[src/rtl/fir_coeff_host_seq.sv]
// Host-side sequencer for the FIR controller's coefficient-RAM command port.
// Loads P_NUM_TAPS coefficients over valid/ready, then issues one read burst per sample strobe.
//
// state   | meaning
// S_IDLE  | nothing loaded yet, strobes ignored
// S_ARM   | controller armed for update, waiting for first coefficient
// S_WRITE | burst-writing coefficients, addr = accept index
// S_WEND  | one-cycle end of load, hand controller back to read mode
// S_RUN   | loaded, waiting for a strobe or a reload
// S_READ  | read burst over addr 0..N-1
module fir_coeff_host_seq #(
    parameter int P_NUM_TAPS = 33
) (
    input  logic        iClk_12M,
    input  logic        iRsn,
    input  logic        iLoadReq,
    input  logic        iCoeffValid,
    input  logic [15:0] iCoeffData,
    output logic        oCoeffReady,
    input  logic        iSampleStrobe,
    output logic        oCoeffiUpdateFlag,
    output logic        oCsnRam,
    output logic        oWrnRam,
    output logic [5:0]  oAddrRam,
    output logic [15:0] oWrDtRam,
    output logic        oLoadDone,
    output logic        oSampleDone,
    output logic        oSampleDrop,
    output logic        oCoeffValidTab
);

    localparam logic [5:0] LAST_ADDR = 6'(P_NUM_TAPS - 1);
    localparam logic [6:0] NUM_TAPS  = 7'(P_NUM_TAPS);

    typedef enum logic [2:0] {
        S_IDLE,
        S_ARM,
        S_WRITE,
        S_WEND,
        S_RUN,
        S_READ
    } state_t;

    state_t      state_q, state_d;
    logic        flag_q, flag_d;
    logic        csn_q, csn_d;
    logic        wrn_q, wrn_d;
    logic [5:0]  addr_q, addr_d;
    logic [15:0] data_q, data_d;
    logic        ready_q, ready_d;
    logic        load_done_q, load_done_d;
    logic        sample_done_q, sample_done_d;
    logic        sample_drop_q, sample_drop_d;
    logic        valid_tab_q, valid_tab_d;
    logic        strobe_pend_q, strobe_pend_d;
    logic        load_pend_q, load_pend_d;
    logic [6:0]  acc_cnt_q, acc_cnt_d;
    logic        accept;

    always_comb begin
        accept        = iCoeffValid && ready_q;
        state_d       = state_q;
        addr_d        = addr_q;
        data_d        = data_q;
        acc_cnt_d     = acc_cnt_q;
        strobe_pend_d = strobe_pend_q;
        load_pend_d   = load_pend_q;
        valid_tab_d   = valid_tab_q;
        load_done_d   = 1'b0;
        sample_done_d = 1'b0;
        sample_drop_d = 1'b0;

        case (state_q)
            S_IDLE: begin
                if (iLoadReq) state_d = S_ARM;
            end
            S_ARM: begin
                sample_drop_d = iSampleStrobe;
                if (accept) begin
                    state_d   = S_WRITE;
                    addr_d    = 6'd0;
                    data_d    = iCoeffData;
                    acc_cnt_d = 7'd1;
                end
            end
            S_WRITE: begin
                sample_drop_d = iSampleStrobe;
                // All N accepted means addr N-1 has now been on the bus for a cycle.
                if (acc_cnt_q == NUM_TAPS) begin
                    state_d     = S_WEND;
                    addr_d      = 6'd0;
                    data_d      = 16'd0;
                    load_done_d = 1'b1;
                    valid_tab_d = 1'b1;
                end else if (accept) begin
                    addr_d    = acc_cnt_q[5:0];
                    data_d    = iCoeffData;
                    acc_cnt_d = acc_cnt_q + 7'd1;
                end
            end
            S_WEND: begin
                sample_drop_d = iSampleStrobe;
                state_d       = S_RUN;
            end
            S_RUN: begin
                if (iLoadReq || load_pend_q) begin
                    // A reload latched during a burst discards the strobe queued behind it.
                    state_d       = S_ARM;
                    sample_drop_d = load_pend_q && strobe_pend_q;
                    strobe_pend_d = 1'b0;
                    load_pend_d   = 1'b0;
                end else if (iSampleStrobe || strobe_pend_q) begin
                    state_d       = S_READ;
                    addr_d        = 6'd0;
                    strobe_pend_d = iSampleStrobe && strobe_pend_q;
                end
            end
            S_READ: begin
                if (iLoadReq) load_pend_d = 1'b1;
                if (iSampleStrobe) begin
                    if (strobe_pend_q) sample_drop_d = 1'b1;
                    else               strobe_pend_d = 1'b1;
                end
                if (addr_q == LAST_ADDR) begin
                    state_d       = S_RUN;
                    addr_d        = 6'd0;
                    sample_done_d = 1'b1;
                end else begin
                    addr_d = addr_q + 6'd1;
                end
            end
            default: state_d = S_IDLE;
        endcase

        flag_d = 1'b0;
        csn_d  = 1'b1;
        wrn_d  = 1'b1;
        case (state_d)
            S_ARM:   begin flag_d = 1'b1; wrn_d = 1'b0; end
            S_WRITE: begin flag_d = 1'b1; csn_d = 1'b0; wrn_d = 1'b0; end
            S_READ:  csn_d = 1'b0;
            default: ;
        endcase

        ready_d = (state_d == S_ARM) || ((state_d == S_WRITE) && (acc_cnt_d < NUM_TAPS));
    end

    always_ff @(posedge iClk_12M) begin
        if (!iRsn) begin
            state_q       <= S_IDLE;
            flag_q        <= 1'b0;
            csn_q         <= 1'b1;
            wrn_q         <= 1'b1;
            addr_q        <= 6'd0;
            data_q        <= 16'd0;
            ready_q       <= 1'b0;
            load_done_q   <= 1'b0;
            sample_done_q <= 1'b0;
            sample_drop_q <= 1'b0;
            valid_tab_q   <= 1'b0;
            strobe_pend_q <= 1'b0;
            load_pend_q   <= 1'b0;
            acc_cnt_q     <= 7'd0;
        end else begin
            state_q       <= state_d;
            flag_q        <= flag_d;
            csn_q         <= csn_d;
            wrn_q         <= wrn_d;
            addr_q        <= addr_d;
            data_q        <= data_d;
            ready_q       <= ready_d;
            load_done_q   <= load_done_d;
            sample_done_q <= sample_done_d;
            sample_drop_q <= sample_drop_d;
            valid_tab_q   <= valid_tab_d;
            strobe_pend_q <= strobe_pend_d;
            load_pend_q   <= load_pend_d;
            acc_cnt_q     <= acc_cnt_d;
        end
    end

    assign oCoeffReady       = ready_q;
    assign oCoeffiUpdateFlag = flag_q;
    assign oCsnRam           = csn_q;
    assign oWrnRam           = wrn_q;
    assign oAddrRam          = addr_q;
    assign oWrDtRam          = data_q;
    assign oLoadDone         = load_done_q;
    assign oSampleDone       = sample_done_q;
    assign oSampleDrop       = sample_drop_q;
    assign oCoeffValidTab    = valid_tab_q;

endmodule

[config.mk]
export PLATFORM = sky130hd
export DESIGN_NAME = fir_coeff_host_seq
export DESIGN_NICKNAME = d
export VERILOG_FILES = /design/src/rtl/fir_coeff_host_seq.sv
export SDC_FILE = /design/constraint.sdc
export NUM_CORES = 1
export LEC_CHECK = 0
export ABC_CLOCK_PERIOD_IN_PS = 1770
export CAP_MARGIN = 10
export CELL_PAD_IN_SITES_DETAIL_PLACEMENT = 0
export CELL_PAD_IN_SITES_GLOBAL_PLACEMENT = 2
export CORE_MARGIN = 2
export CORE_UTILIZATION = 26
export DETAILED_ROUTE_END_ITERATION = 7
export GPL_TIMING_DRIVEN = 1
export PLACE_DENSITY_LB_ADDON = 0.05
export SLEW_MARGIN = 20
export SYNTH_ARGS = -nofsm -noshare
export SYNTH_HDL_FRONTEND = slang
export SYNTH_SLANG_ARGS = --single-unit
[constraint.sdc]
create_clock -name iClk_12M -period 1.77 [get_ports iClk_12M]
set_input_delay 0.354 -clock iClk_12M [delete_from_list [all_inputs] [get_ports iClk_12M]]
set_output_delay 0.354 -clock iClk_12M [all_outputs]
set_load 0.03 [all_outputs]
==> metrics.md <==
| Metric | Value |
|---|---|
| CTS Buf Count | 5 |
| CP Launch Type | register |
| Leakage | roughly 1.3 nW |
| Post-Syn Nets | 281 |
| Worst setup path category | register to register |
| Commonest non-fill, non-tap cell in the layout | buf_4 |
| Endpoint class of the critical path | register |
| HP Class | register to register |
| Antenna cells | 0 |
| Via count | 2165 |
| FP Rows | 33 |
| GR Overflow Total | 0 |
| Full die area | about 9000 um2 |
| Clk buf depth | 2 |
| Post-Synthesis Cells | about 260 |
| Area of the multi-input gates | 1340 um2 |
| GRT met2 Usage | 0.235 |
| CP Capture Point | oCoeffReady |
| Least-Margin Pin Slew | between 600 and 700 ps |
| Final GP Congestion | 0.813 |
| FF/Latch Area | approximately 850 um2 |
| Vias in the first global route | just over 2000 |
| Area grow syn2layout | 57.8% |
| Max-slew violations | 0 |
| Final Hold Viols | 0 |
| Final hold slack | 472 ps |
| Final worst slack | -1.55 ps |
| CTS sink count | between 40 and 50 |
| Initial core utilization | 0.265 |
| Seq/Total Area, Yosys | 0.392 |
| Clock transition at path regs | 90 ps |
| Slew HR | 0.598 |
| Max FO, Critical Path | 5 |
| Worst Path Arrival | about 1900 ps |
| Met3 usage | 0.0263 |
| Setup TNS Final | -1.55 ps |
| Die H | roughly 95 um |
| GRT busiest layer | met2 |
| Total global-route track usage | 0.153 |
| Filler cell count | ~850 |
| First-pass iteration count of the detailed router | 4 |
| Synth Flop Type | dfxtp_1 |
| DRT iter0 DRCs | between 60 and 70 |
| Violated checks | negative setup slack |
| Fmax | 564 MHz |
| Worst EP required | a little under 2000 ps |
| Fin crit share | 1.00 |
| Critical Path Start | acc_cnt_q[0] |
| Routed vias/inst | between 4 and 5 |
| Routed Antenna Nets | 0 |
| Antenna violations before repair | 0 |
| Share of cells above drive strength 1 | 0.284 |
| Max-cap viol count | 0 |
| Syn avg cell area | 8.41 um2 |
| Worst R2R End | oCoeffReady |
| Met1 usage | 0.221 |
| Number of enable flip-flop cells after synthesis | 0 |
| Final setup vio count | 1 |
| Peak VDD IR | between 0.0002 and 0.0003 V |
| # IOs | 51 |
| Final Util | 0.418 |
| DIE WIDTH | 94.8 um |
| Async set or reset register ratio after synthesis | 0 |
| Commonest non-fill, non-tap cells in the layout | 44 x buf_4, 43 x clkdlybuf4s50_1, 39 x nor2_1 |
| Yosys cell types | roughly 50 |
| Largest net degree at the start of global routing | 18 |
| Root Driver | clkbuf_8 |
| DR WL/cell | 14.6 um |
| Worst R2R Start | acc_cnt_q[0] |
| Final WL | around 6700 um |
| Synthesized area | 2150 um2 |
| Clk_skew | approximately 11 ps |
| Nets | 377 |
| RSZ-0062 raised after global routing | yes |
| Reg2Reg Depth | 8 |
| H-tree lvl count | 2 |
| Worst skew pair latency | roughly 300 ps |
| Seq cells post-synth | 42 |
| Pre-CTS WS | -343 ps |
| Core Region | 8090 um2 |
| Detail Placement HPWL | 4850 um |
| R2R setup slack | -2 ps |
| Outcome | complete, but fails checks |
| # DRC | 0 |
| Pwr per Cell Area | just under 600 nW/um2 |
| Min Clock Period, post-route | approximately 1800 ps |
| # port buffers | 50 |
| First-pass GRT wire length | 10600 um |
| Yosys warns | 0 |
| CTS tree | done |
how the worst min path moves through the flow:
stage | slack (ps) | start | cells after the start | endpoint
after global routing | 530 | oWrDtRam[1] | 2 | oWrDtRam[1]
after CTS | 480 | oCoeffValidTab | 2 | oCoeffValidTab
after detailed placement | 460 | oCoeffValidTab | 2 | oCoeffValidTab
after floorplan | 480 | load_pend_q | 2 | load_pend_q
final | 470 | oCoeffValidTab | 2 | oCoeffValidTab
after global placement | 450 | oCoeffValidTab | 2 | oCoeffValidTab
sequential cells by signal, summed over array words and instances (netlist names), 3 cells and up:
name / cells
state_q: 3
acc_cnt_q: 7
oAddrRam: 6
oWrDtRam: 16
per-stage QoR:
step           total power (W)  cell area [um2]  std cells
6_report               0.00201             3390        457
5_1_grt                0.00210             3390        457
4_1_cts                0.00203             3270        455
3_5_place_dp           0.00136             3080        444
3_3_place_gp           0.00136             3080        444
2_1_floorplan          0.00117             2150        255
cells in the mapped netlist, types with 2 or more instances:
cell | number | area, um2
a21o_1 | 3 | 22.5
a21oi_1 | 12 | 60.1
a22o_1 | 2 | 17.5
a22oi_1 | 7 | 52.6
a31oi_1 | 2 | 12.5
and2_1 | 6 | 37.5
and3_1 | 3 | 18.8
buf_2 | 3 | 15.0
buf_6 | 2 | 22.5
clkbuf_1 | 8 | 30.0
dfxtp_1 | 42 | 841
ha_1 | 5 | 62.6
inv_1 | 10 | 37.5
mux2i_1 | 18 | 180
nand2_1 | 22 | 82.6
nand2b_1 | 3 | 18.8
nand3_1 | 7 | 35.0
nand4bb_1 | 2 | 22.5
nor2_1 | 39 | 146
nor2b_1 | 2 | 12.5
nor3_1 | 5 | 25.0
nor4_1 | 2 | 12.5
o211ai_1 | 4 | 30.0
o21ai_0 | 11 | 55.1
o22ai_1 | 6 | 37.5
xnor2_1 | 3 | 26.3
xor2_1 | 2 | 17.5
layout make-up:
| type | count | area share |
|---|---|---|
| inverter | 10 | 0.0111 |
| timing repair buffer | 103 | 0.276 |
| clock inverter | 2 | 0.00407 |
| clock buffer | 6 | 0.0214 |
| sequential | 42 | 0.251 |
| multi-input combinational | 189 | 0.397 |
| tap | 105 | 0.0388 |
critical path, cell delays in order, from the launching register on:
cell     delay, ps
dfxtp_4        380
buf_6          120
ha_2           190
nand3_2        110
nor4_4         310
mux2i_1        290
nor2_2          70
nand3_1         90
a31oi_1         80
power by group:
part / internal, W / switching, W
clock: 0.000279 / 0.000369
combinational: 0.000187 / 0.000191
sequential: 0.000970 / 0.0000157
repair_timing:
item / 4_1_cts / 5_1_grt
gates cloned: 0 / 0
pin swaps: 10 / 8
endpoints found under the setup margin: 33 / 29
hold buffers: 0 / 0
buffers inserted: 4 / 2
gates resized for setup: 33 / 25
layer usage:
metal  wire length, um  vias to the layer above
met3               192                        6
met1              3370                     1030
met2              3020                       31
met4                74                        0
li1                  -                     1098
met5                 0                        -
cell families after synthesis:
family	count (synthesis)	synth area share
adder cells (fa/ha/maj)	5	0.0292
flip-flops	42	0.392
AND/OR/NAND/NOR	105	0.251
buffers and inverters	24	0.0525
AO/OA/AOI/OAI	56	0.171
multiplexers	18	0.0840
XOR/XNOR	5	0.0204
No activity file was read; power rests on OpenSTA's default activity.
